`src/rtl/pipe_pkg.sv`:
```
// Shared definitions for the five-stage RISC-V pipeline: widths, result-source
// encodings and the memory-stage FSM state type.
package pipe_pkg;
   localparam int XLEN   = 32;
   localparam int REG_AW = 5;

   localparam logic [1:0] RES_ALU = 2'b00;
   localparam logic [1:0] RES_MEM = 2'b01;
   localparam logic [1:0] RES_PC4 = 2'b10;

   typedef enum logic {IDLE, BUSY} state_t;
endpackage

```
`src/rtl/mem_wb_reg.sv`:
```
// MEM/WB pipeline register with writeback result select; a bubble retires the
// slot with its register write suppressed.
module mem_wb_reg
   import pipe_pkg::*;
(
   input  logic              clk,
   input  logic              rst,
   input  logic              i_bubble,
   input  logic              i_regWrite,
   input  logic [REG_AW-1:0] i_rd,
   input  logic              i_lui,
   input  logic [1:0]        i_resultSrc,
   input  logic [XLEN-1:0]   i_aluResult,
   input  logic [XLEN-1:0]   i_pcPlus4,
   input  logic [XLEN-1:0]   i_extImm,
   input  logic [XLEN-1:0]   i_memRData,
   output logic              o_regWrite,
   output logic [REG_AW-1:0] o_rd,
   output logic [XLEN-1:0]   o_result
);
   logic [XLEN-1:0] w_result;

   // LUI overrides the encoded source; the unused encoding 11 falls back to ALU
   always_comb begin
      w_result = i_aluResult;
      if (i_lui) begin
         w_result = i_extImm;
      end else begin
         case (i_resultSrc)
            RES_ALU: w_result = i_aluResult;
            RES_MEM: w_result = i_memRData;
            RES_PC4: w_result = i_pcPlus4;
            default: w_result = i_aluResult;
         endcase
      end
   end

   always_ff @(posedge clk) begin
      if (rst) begin
         o_regWrite <= 1'b0;
         o_rd       <= '0;
         o_result   <= '0;
      end else begin
         o_regWrite <= i_regWrite & ~i_bubble;
         o_rd       <= i_rd;
         o_result   <= w_result;
      end
   end
endmodule

```
`src/rtl/mem_access_stage.sv`:
```
// Memory stage: issues word loads/stores over a req/ready port, stalls the
// upstream pipeline while an access is outstanding, and feeds MEM/WB.
module mem_access_stage
   import pipe_pkg::*;
#(
   parameter int TIMEOUT_CYCLES = 16
) (
   input  logic              clk,
   input  logic              rst,
   input  logic              memWriteM,
   input  logic              regWriteM,
   input  logic              luiM,
   input  logic [1:0]        resultSrcM,
   input  logic [REG_AW-1:0] RdM,
   input  logic [XLEN-1:0]   ALUResultM,
   input  logic [XLEN-1:0]   writeDataM,
   input  logic [XLEN-1:0]   PCPlus4M,
   input  logic [XLEN-1:0]   extImmM,
   output logic              memReq,
   output logic              memWe,
   output logic [XLEN-1:0]   memAddr,
   output logic [XLEN-1:0]   memWData,
   input  logic              memReady,
   input  logic [XLEN-1:0]   memRData,
   output logic              stallM,
   output logic              regWriteW,
   output logic [REG_AW-1:0] RdW,
   output logic [XLEN-1:0]   resultW,
   output logic              memErr
);
   localparam int                CNT_W    = $clog2(TIMEOUT_CYCLES);
   localparam logic [CNT_W-1:0]  CNT_LAST = CNT_W'(TIMEOUT_CYCLES - 1);

   state_t            r_state;
   state_t            w_next;
   logic [CNT_W-1:0]  r_cnt;
   logic              r_memReq;
   logic              r_memWe;
   logic [XLEN-1:0]   r_memAddr;
   logic [XLEN-1:0]   r_memWData;
   logic              r_memErr;

   logic w_access;
   logic w_misaligned;
   logic w_stall;
   logic w_done;
   logic w_timeout;
   logic w_bubble;

   assign w_access     = memWriteM | ((resultSrcM == RES_MEM) & ~luiM);
   assign w_misaligned = w_access & (ALUResultM[1:0] != 2'b00);

   // A timeout on the last BUSY cycle completes like a ready, but as an abort
   always_comb begin
      w_next    = r_state;
      w_stall   = 1'b0;
      w_done    = 1'b0;
      w_timeout = 1'b0;
      case (r_state)
         IDLE: begin
            if (w_access && !w_misaligned) begin
               w_stall = 1'b1;
               w_next  = BUSY;
            end
         end
         BUSY: begin
            w_timeout = !memReady && (r_cnt == CNT_LAST);
            if (memReady || w_timeout) begin
               w_done = 1'b1;
               w_next = IDLE;
            end else begin
               w_stall = 1'b1;
            end
         end
         default: w_next = IDLE;
      endcase
   end

   assign w_bubble = w_stall | ((r_state == IDLE) & w_misaligned) | w_timeout
                   | (w_done & memWriteM);
   assign stallM   = w_stall & ~rst;

   always_ff @(posedge clk) begin
      if (rst) begin
         r_state    <= IDLE;
         r_cnt      <= '0;
         r_memReq   <= 1'b0;
         r_memWe    <= 1'b0;
         r_memAddr  <= '0;
         r_memWData <= '0;
         r_memErr   <= 1'b0;
      end else begin
         r_state <= w_next;
         if (r_state == IDLE && w_stall) begin
            r_memReq   <= 1'b1;
            r_memWe    <= memWriteM;
            r_memAddr  <= ALUResultM;
            r_memWData <= writeDataM;
            r_cnt      <= '0;
         end else if (w_done) begin
            r_memReq <= 1'b0;
         end else if (r_state == BUSY) begin
            r_cnt <= r_cnt + CNT_W'(1);
         end
         if (((r_state == IDLE) && w_misaligned) || w_timeout) begin
            r_memErr <= 1'b1;
         end
      end
   end

   assign memReq   = r_memReq;
   assign memWe    = r_memWe;
   assign memAddr  = r_memAddr;
   assign memWData = r_memWData;
   assign memErr   = r_memErr;

   mem_wb_reg u_mem_wb_reg (
      .clk         (clk),
      .rst         (rst),
      .i_bubble    (w_bubble),
      .i_regWrite  (regWriteM),
      .i_rd        (RdM),
      .i_lui       (luiM),
      .i_resultSrc (resultSrcM),
      .i_aluResult (ALUResultM),
      .i_pcPlus4   (PCPlus4M),
      .i_extImm    (extImmM),
      .i_memRData  (memRData),
      .o_regWrite  (regWriteW),
      .o_rd        (RdW),
      .o_result    (resultW)
   );
endmodule

```
`config.mk`:
```
export PLATFORM = sky130hd
export DESIGN_NAME = mem_access_stage
export DESIGN_NICKNAME = d
export VERILOG_FILES = /design/src/rtl/pipe_pkg.sv /design/src/rtl/mem_wb_reg.sv /design/src/rtl/mem_access_stage.sv
export SDC_FILE = /design/constraint.sdc
export NUM_CORES = 1
export LEC_CHECK = 0
export CAP_MARGIN = 25
export CORE_AREA = 3 3 108 110
export CTS_CLUSTER_DIAMETER = 40
export CTS_CLUSTER_SIZE = 30
export DETAILED_ROUTE_END_ITERATION = 12
export DIE_AREA = 0 0 111 113
export DONT_BUFFER_PORTS = 1
export PLACE_DENSITY = 0.61
export SLEW_MARGIN = 20
export SYNTH_ARGS = -nofsm -noshare
export SYNTH_HDL_FRONTEND = slang
export SYNTH_HIERARCHICAL = 1
export SYNTH_SLANG_ARGS = --single-unit
```
`constraint.sdc`:
```
create_clock -name clk -period 4.4 [get_ports clk]
set_clock_uncertainty 0.2 [all_clocks]
set_input_delay 0.88 -clock clk [delete_from_list [all_inputs] [get_ports clk]]
set_output_delay 0.88 -clock clk [all_outputs]
set_load 0.1 [all_outputs]
```
==> results of run 1 <==
==> cells in the final DEF (no fill, tap or decap), drive strengths merged <==
| cell type | synthesis | routed |
|---|---|---|
| nor3b | 5 | 5 |
| ha | 3 | 3 |
| nor2b | 5 | 5 |
| or3 | 1 | 1 |
| inv | 5 | 5 |
| clkbuf | 18 | 12 |
| and4b | 1 | 1 |
| a21oi | 5 | 5 |
| nand3 | 4 | 4 |
| a2111oi | 2 | 2 |
| nor3 | 33 | 33 |
| mux2i | 62 | 62 |
| nor4 | 1 | 1 |
| a221oi | 32 | 32 |
| clkinvlp | 0 | 3 |
| a41oi | 2 | 2 |
| a31oi | 1 | 1 |
| and2b | 1 | 1 |
| dfxtp | 110 | 110 |
| nand2b | 127 | 127 |
| o21ai | 7 | 7 |
| a211oi | 2 | 2 |
| nand3b | 1 | 1 |
| buf | 25 | 5 |
| and3 | 1 | 1 |
| o221ai | 1 | 1 |
| o22ai | 31 | 31 |
| or2 | 1 | 1 |
| o21a | 1 | 1 |
| nand2 | 1 | 1 |
==> path summary, 6_finish.rpt <==
kind | startpoint | to | depth (start not counted)
setup / recovery | resultSrcM[1] | stallM | 4
setup reg to reg | r_state | memWData[21] | 4
hold / removal | r_cnt[1] | r_cnt[1] | 2
hold reg to reg | r_cnt[1] | r_cnt[1] | 2
==> layer usage <==
metal	up-vias	part of all wire
met3	18	0.11
met2	194	0.48
li1	1690	-
met1	1648	0.39
met5	-	0
met4	0	0.018
==> sequential cells by signal, summed over array words and instances (netlist names) <==
signal,flops
r_state,1
memWData,32
u_mem_wb_reg/o_regWrite,1
memErr,1
u_mem_wb_reg/o_rd,5
u_mem_wb_reg/o_result,32
memWe,1
memAddr,32
r_cnt,4
memReq,1
==> worst register-to-register path, stage by stage (launching register included) <==
cell and delay, ns:
dfxtp_1 0.35, nor3_2 0.23, o21a_4 0.49, buf_12 0.36, mux2i_1 0.27
==> logic make-up after synthesis <==
group,Yosys count,share of synthesized area
fa+ha+maj,3,0.007406
mux,62,0.1224
compound gates,84,0.1602
flops,110,0.4345
buf+inv,48,0.05406
simple gates,182,0.2214
==> through the flow <==
stage / power, W / instance area, um2
after floorplan: 0.001665 / 5069
after global placement: 0.001677 / 5040
after detailed placement: 0.001682 / 5040
after CTS: 0.002220 / 5197
after global routing: 0.002279 / 5245
final: 0.002197 / 5245
==> power by group through the flow <==
stage	combinational (W)	sequential [W]	clock (W)
2_1_floorplan	0.000189	0.00148	0
6_report	0.000198	0.00146	0.000535
3_5_place_dp	0.000194	0.00149	0
5_1_grt	0.000218	0.00147	0.000592
3_3_place_gp	0.000188	0.00149	0
4_1_cts	0.000194	0.00147	0.000560
==> layout make-up <==
type | count | share of cell area
repair buffers | 5 | 0.01574
inverters | 5 | 0.003578
well taps | 140 | 0.03340
flip-flops and latches | 110 | 0.4198
multi-input cells | 331 | 0.4974
clock buffers | 12 | 0.02576
clock inverters | 3 | 0.004294
==> results.json, run 1 <==
{
  "yosysTopAreaCellShare": 0.4345,
  "use_met1": 0.2313,
  "synth_area_leaders": "dfxtp_1 43%, nand2b_1 16%, mux2i_1 12%",
  "rsz0062_at_grt": "false",
  "setup_tns_ns": 0,
  "fin_util": 0.4860,
  "die_w_um": 111,
  "gp_congestion": 0.7781,
  "swShare": 0.3850,
  "crit_buf_inv": 1,
  "gr-total-overflow": 0,
  "io_buffers": 0,
  "clk_latency_ns": 0.36,
  "hold_ws_ns": 0.3569,
  "multiInputGateArea_um2": 2609,
  "end_kind": "output pin",
  "grt_max_degree": 175,
  "hold_violations": 0,
  "maxCapViolations": 0,
  "power.density_nw_per_um2": 418.9,
  "track_usage": 0.1949,
  "syn-instance-count": 489,
  "dpl_worst_slack_ns": 1.386,
  "critPathRequiredTime_ns": 3.32,
  "vias_per_cell": 5.858,
  "synth_nets": 665,
  "cts_buffers": 9,
  "rows": 38,
  "via_count": 3550,
  "crit_type": "input pin to output pin",
  "hpwl_mm": 9.359,
  "drt-pass1-iter-count": 4,
  "regArea_um2": 2202,
  "timing.final.crit_share": 0.6787,
  "clkPwrFrac": 0.243,
  "ctsHtreeMaxLevel": 3,
  "ios": 279,
  "relSlewSlack": 0.3042,
  "antenna_found_initial": 0,
  "postCtsSetupBuffers": 0,
  "layout.cells.non_filler": 606,
  "p_leak_nw": 1.798,
  "cts_tree": "done",
  "grt_use_met3": 0.08128,
  "status": "complete, no violations",
  "cpMaxStageDelayCell": "nor3b_2",
  "fillers": 998,
  "yosys_warnings": 6,
  "async_flop_share": 0,
  "ys_ff_latch": 110,
  "p_int_w": 0.001351,
  "finalWirelength_mm": 12.96,
  "drv_slew": 0,
  "synth_ff_type": "dfxtp_1",
  "worst_slew_pin_slew_ns": 1.044,
  "p_sw_w": 0.0008459,
  "core_um2": 10790,
  "ir_drop_v": 0.0002027,
  "timing.fmax_ghz": 0.3349,
  "die_y_um": 113,
  "cts_hold_buffers": 0,
  "setup_viol": 0,
  "synth_area_um2": 5069,
  "synth_area_leader_cell": "dfxtp_1",
  "die-area_um2": 12540,
  "critical_path_arrival_ns": 1.91,
  "path_cells": "nor3b_2, o21ai_0, a21oi_2, buf_4",
  "grt_use_met2": 0.3147,
  "critPathMaxFanout": 4,
  "area_growth_pct": 3.481,
  "nNetsFinal": 638,
  "drive_gt1_frac": 0.1266,
  "route.detailed.drc": 0,
  "seqPwrFrac": 0.667,
  "synth.avg_cell_area_um2": 10.37,
  "cts_sinks": 110,
  "grt_pass1_wl_mm": 19.36,
  "top_usage_layer": "met2",
  "diodes": 0,
  "clkSlewWorstSetupHoldPaths_ns": 0.09,
  "cts_root_buf": "clkbuf_8",
  "wl_per_cell_um": 21.39,
  "start_util": 0.4696,
  "dp.cells": 589,
  "grt_pass1_vias": 3535,
  "cp-start-kind": "input pin",
  "drtIter0Drc": 191,
  "synthTopCellsByCount": "127 x nand2b_1, 110 x dfxtp_1, 62 x mux2i_1",
  "cpPeakStageDelay_ns": 0.31,
  "yosysMostFrequentCell": "nand2b_1",
  "min_period_ns": 2.986,
  "ys_types": 37,
  "ant_nets": 0,
  "critPathTopFamily": "compound AO/OA/AOI/OAI gates",
  "min_path_type": "flop to flop",
  "regToRegSetupSlack_ns": 2.43,
  "seq_area_frac_synth": 0.4345,
  "clk_path_buf_depth": 2,
  "p_comb_frac": 0.090,
  "cts_resized": 0,
  "synth_edf_count": 0,
  "fin_ws_ns": 1.414
}
(Power assumes the default switching activity.)
==> run 2, diff against run 1 <==
--- a/config.mk
+++ b/config.mk
@@ -12,7 +12,7 @@
 export DETAILED_ROUTE_END_ITERATION = 12
 export DIE_AREA = 0 0 111 113
 export DONT_BUFFER_PORTS = 1
-export PLACE_DENSITY = 0.61
+export PLACE_DENSITY = 0.63
 export SLEW_MARGIN = 20
 export SYNTH_ARGS = -nofsm -noshare
 export SYNTH_HDL_FRONTEND = slang
==> constraint.sdc (replaced) <==
create_clock -name clk -period 2.4 [get_ports clk]
set_clock_uncertainty 0.2 [all_clocks]
set_input_delay 0.48 -clock clk [delete_from_list [all_inputs] [get_ports clk]]
set_output_delay 0.48 -clock clk [all_outputs]
set_load 0.1 [all_outputs]
==> run 2 against run 1 <==
Effect of this change:
- non-clock buffer count grew 115
- cell count increased by 19%
- sequential share of layout area shrank 6.7 points
- critical path type is now flop to output pin
- core utilization increased by 9.2 points
- count of clock-buffer cells in the layout down 1
==> results.json, run 2 (synthesis gave the netlist of run 1 again) <==
{
  "status": "complete, no violations",
  "timing.fmax_ghz": 0.4464,
  "antenna_found_initial": 1,
  "critPathRequiredTime_ns": 1.72,
  "route.detailed.drc": 0,
  "cts_buffers": 9,
  "p_leak_nw": 2.456,
  "cp-start-kind": "flop",
  "wl_per_cell_um": 19.75,
  "clk_latency_ns": 0.37,
  "grt_max_degree": 129,
  "path_cells": "nor3_2, o21ai_1, a21oi_4, buf_12",
  "cts_root_buf": "clkbuf_8",
  "nNetsFinal": 753,
  "cts_tree": "done",
  "grt_pass1_vias": 4137,
  "start_util": 0.4696,
  "crit_buf_inv": 1,
  "die-area_um2": 12540,
  "layout_common_cells": "127 x nand2b_1, 110 x dfxtp_1, 109 x buf_4, 62 x mux2i_1, 32 x nor3_1",
  "clkSlewWorstSetupHoldPaths_ns": 0.09,
  "timing.final.crit_share": 0.9335,
  "cts_sinks": 110,
  "postCtsSetupBuffers": 0,
  "gr-total-overflow": 0,
  "hpwl_mm": 10.49,
  "ios": 279,
  "rows": 38,
  "finalWirelength_mm": 14.26,
  "critPathTopFamily": "compound AO/OA/AOI/OAI gates",
  "grt_pass1_wl_mm": 21.86,
  "critPathMaxFanout": 4,
  "gp_congestion": 0.8003,
  "cpPeakStageDelay_ns": 0.35,
  "via_count": 4029,
  "drive_gt1_frac": 0.2995,
  "design_area_um2": 6237,
  "maxCapViolations": 0,
  "setup_viol": 0,
  "cpMaxStageDelayCell": "dfxtp_1",
  "core_um2": 10790,
  "final_common_cell": "nand2b_1",
  "power.density_nw_per_um2": 716.5,
  "setup_tns_ns": 0,
  "critical_path_arrival_ns": 1.56,
  "die_w_um": 111,
  "end_kind": "output pin",
  "rsz0062_at_grt": "false",
  "drt-pass1-iter-count": 4,
  "ant_nets": 0,
  "track_usage": 0.2202,
  "placed_area_um2": 5951,
  "hold_violations": 0,
  "clk_path_buf_depth": 2,
  "min_path_type": "input pin to flop",
  "drtIter0Drc": 141,
  "crit_type": "flop to output pin",
  "die_y_um": 113,
  "worst_slew_pin_slew_ns": 0.4940,
  "relSlewSlack": 0.6703,
  "vias_per_cell": 5.580,
  "drv_slew": 0,
  "min_period_ns": 2.240,
  "ctsHtreeMaxLevel": 3,
  "ir_drop_v": 0.0003898,
  "area_growth_pct": 23.06,
  "fillers": 943,
  "io_buffers": 0
}
run 2: changes by cell type in the layout (fill, tap and decap cells not counted), moves of 2 or more:
cell	before	now
clkinv_2	0	2
clkbuf_8	9	11
bufinv_16	0	2
buf_12	2	7
buf_4	2	109
clkbuf_1	3	0
dlygate4sd3_1	0	4
clkinvlp_4	3	0
run 2: metrics by stage:
| step | util | instances | hold WS, ns | total power [W] | setup slack, ns |
|---|---|---|---|---|---|
| floorplan | - | 489 | 0.3139 | 0.003055 | 0.1893 |
| global placement | 0.5514 | 701 | 0.2583 | 0.003232 | 0.2960 |
| detailed placement | 0.5514 | 701 | 0.2677 | 0.003251 | 0.2825 |
| finish | 0.5779 | 722 | 0.03191 | 0.004469 | 0.1596 |
| CTS | 0.5774 | 721 | 0.0008352 | 0.004515 | 0.05004 |
| global route | 0.5779 | 722 | 0.006130 | 0.004644 | 0.06012 |
run 2: final timing paths:
kind / slack [ns] / depth (start not counted) / to / from
setup reg to reg: 0.73 / 4 / memAddr[22] / r_state
hold reg to reg: 0.28 / 2 / memAddr[4] / memAddr[4]
setup / recovery: 0.16 / 4 / stallM / r_state
hold / removal: 0.03 / 1 / u_mem_wb_reg/o_rd[1] / RdM[1]
run 2: cell type report:
| cell class | instances | area (um2) | area share |
|---|---|---|---|
| flip-flops and latches | 110 | 2202 | 0.3531 |
| clock buffers | 11 | 151.4 | 0.02427 |
| inverters | 5 | 18.77 | 0.003009 |
| multi-input cells | 331 | 2619 | 0.4199 |
| repair buffers | 120 | 998.5 | 0.1601 |
| diodes | 1 | 2.502 | 0.0004012 |
| clock inverters | 4 | 70.07 | 0.01123 |
| well taps | 140 | 175.2 | 0.02808 |
run 2: what timing repair did:
action	4_1_cts	5_1_grt
gates resized for setup	0	2
hold buffers	5	0
setup endpoints to repair	0	1
hold endpoints to repair	47	0
run 2: metal layers:
metal | track usage | wire length [um] | share of wire
met3 | 0.08128 | 1443 | 0.10
met4 | 0.1158 | 493 | 0.035
met1 | 0.2354 | 5320 | 0.37
met5 | 0 | 0 | 0
met2 | 0.3811 | 6999 | 0.49
run 2: where the power goes:
group	internal, W	total [W]	switching [W]
combinational	0.000318	0.00128	0.000961
sequential	0.00192	0.00195	0.0000281
clock	0.000636	0.00124	0.000604
==> run 3, diff against run 2 <==
--- a/config.mk
+++ b/config.mk
@@ -12,6 +12,7 @@
 export DETAILED_ROUTE_END_ITERATION = 12
 export DIE_AREA = 0 0 111 113
 export DONT_BUFFER_PORTS = 1
+export GPL_TIMING_DRIVEN = 0
 export PLACE_DENSITY = 0.63
 export SLEW_MARGIN = 20
 export SYNTH_ARGS = -nofsm -noshare
==> run 3 against run 2 <==
Effect of this change:
- maximum frequency down 3.7%
- register-to-register slack better by 0.04 ns
- first-iteration DRC count up 55%
- power down 3.2%
- sequential share of layout area up 4.4 points
- largest cell class unchanged
==> results.json, run 3 (synthesis gave the netlist of run 1 again) <==
{
  "status": "complete, no violations",
  "grt_pass1_vias": 3906,
  "clk_latency_ns": 0.37,
  "cpMaxStageDelayCell": "a21oi_4",
  "start_util": 0.4696,
  "route.detailed.drc": 0,
  "core_um2": 10790,
  "grt_use_met3": 0.1037,
  "antenna_found_initial": 0,
  "hold_violations": 0,
  "clkSlewWorstSetupHoldPaths_ns": 0.10,
  "seqPwrFrac": 0.621,
  "drv_slew": 0,
  "power.density_nw_per_um2": 777.3,
  "rsz0062_at_grt": "true",
  "cts_sinks": 110,
  "grt_max_degree": 20,
  "cts_tree": "done",
  "timing.final.crit_share": 0.9696,
  "grt_use_met2": 0.3815,
  "dpl_worst_slack_ns": -0.1666,
  "relSlewSlack": 0.3168,
  "hpwl_mm": 11.43,
  "grt_pass1_wl_mm": 22.25,
  "p_leak_nw": 1.962,
  "cts_buffers": 9,
  "die-area_um2": 12540,
  "p_comb_frac": 0.101,
  "swShare": 0.3815,
  "nNetsFinal": 680,
  "critical_path_arrival_ns": 1.65,
  "end_kind": "output pin",
  "use_met1": 0.2525,
  "maxCapViolations": 0,
  "placed_area_um2": 5255,
  "timing.fmax_ghz": 0.4297,
  "cp-start-kind": "flop",
  "rows": 38,
  "ctsHtreeMaxLevel": 3,
  "path_cells": "ha_4, nand3_4, nand2_4, a21oi_4",
  "io_buffers": 0,
  "cts_root_buf": "clkbuf_8",
  "fin_ws_ns": 0.07287,
  "top_usage_layer": "met2",
  "vias_per_cell": 5.901,
  "critPathMaxFanout": 6,
  "p_int_w": 0.002674,
  "diodes": 0,
  "setup_viol": 0,
  "gp_congestion": 0.8596,
  "ant_nets": 0,
  "p_sw_w": 0.001650,
  "wl_per_cell_um": 22.57,
  "ir_drop_v": 0.0004579,
  "final_common_cell": "nand2b_1",
  "drive_gt1_frac": 0.1729,
  "fillers": 993,
  "design_area_um2": 5563,
  "clk_path_buf_depth": 2,
  "ios": 279,
  "layout_common_cells": "127 x nand2b_1, 107 x dfxtp_1, 62 x mux2i_1, 32 x nor3_1, 31 x o22ai_1",
  "cpPeakStageDelay_ns": 0.58,
  "critPathRequiredTime_ns": 1.72,
  "area_growth_pct": 9.751,
  "critPathTopFamily": "compound AO/OA/AOI/OAI gates",
  "min_period_ns": 2.327,
  "worst_slew_pin_slew_ns": 1.023,
  "die_w_um": 111,
  "min_path_type": "input pin to flop",
  "drt-pass1-iter-count": 4,
  "drtIter0Drc": 218,
  "crit_buf_inv": 0,
  "finalWirelength_mm": 14.65,
  "clkPwrFrac": 0.278,
  "track_usage": 0.2259,
  "crit_type": "flop to output pin",
  "die_y_um": 113,
  "gr-total-overflow": 0,
  "via_count": 3830
}
run 3: changes by cell type in the layout (fill, tap and decap cells not counted), sizes merged:
cell / before / now
clkinvlp: 0 / 2
bufinv: 2 / 1
diode: 1 / 0
clkinv: 2 / 0
clkbuf: 11 / 28
inv: 5 / 7
buf: 116 / 27
dlygate4sd3: 4 / 3
run 3: timing repair:
action,CTS,global route
endpoints found under the hold margin,1,2
endpoints found under the setup margin,1,1
gates resized for setup,9,5
hold buffers,1,2
pin swaps,1,3
buffers inserted,0,2
run 3: final cells by class:
class	instances	area, um2	area share
clock buffers	11	151.4	0.02722
flip-flops and latches	110	2208	0.3970
inverters	5	18.77	0.003374
well taps	140	175.2	0.03149
repair buffers	5	45.04	0.008097
plain buffers	42	251.5	0.04521
multi-input cells	331	2648	0.4759
clock inverters	5	65.06	0.01170
run 3: routing by layer:
layer | routed length (um) | vias up
met3 | 1647 | 19
met2 | 7351 | 227
met1 | 5441 | 1809
li1 | - | 1775
met4 | 206 | 0
met5 | 0 | -
run 3: power by group through the flow:
| stage | combinational (W) | clock [W] | sequential (W) |
|---|---|---|---|
| 2_1_floorplan | 0.000349 | 0 | 0.00271 |
| 3_3_place_gp | 0.000419 | 0 | 0.00273 |
| 3_5_place_dp | 0.000432 | 0 | 0.00273 |
| 4_1_cts | 0.000434 | 0.00124 | 0.00269 |
| 5_1_grt | 0.000481 | 0.00131 | 0.00269 |
| 6_report | 0.000437 | 0.00120 | 0.00269 |
run 3: per-stage QoR:
| stage | power [W] | instances | TNS (ns) | util | hold WS [ns] |
|---|---|---|---|---|---|
| floorplan | 0.003055 | 489 | 0 | - | 0.3139 |
| global placement | 0.003149 | 629 | -0.1389 | 0.4869 | 0.3284 |
| detailed placement | 0.003162 | 629 | -0.1666 | 0.4869 | 0.3644 |
| CTS | 0.004362 | 645 | 0 | 0.5101 | 0.0004811 |
| global route | 0.004490 | 649 | -0.04015 | 0.5154 | 0.01109 |
| finish | 0.004324 | 649 | 0 | 0.5154 | 0.03185 |
run 3: worst register-to-register path, delay by kind of cell, from the launching register on:
kind / cells / cell delay, ns
AO/OA/AOI/OAI: 2 / 0.39
flip-flops: 1 / 0.98
run 3: worst paths after layout:
kind                            cells after the start     start              endpoint  slack, ns
worst min-delay path                                1    RdM[0]  u_mem_wb_reg/o_rd[0]       0.03
worst max-delay path                                4  r_cnt[0]                stallM       0.07
worst min register to register                      2  r_cnt[1]              r_cnt[1]       0.37
worst max register to register                      2    memReq                memReq       0.77
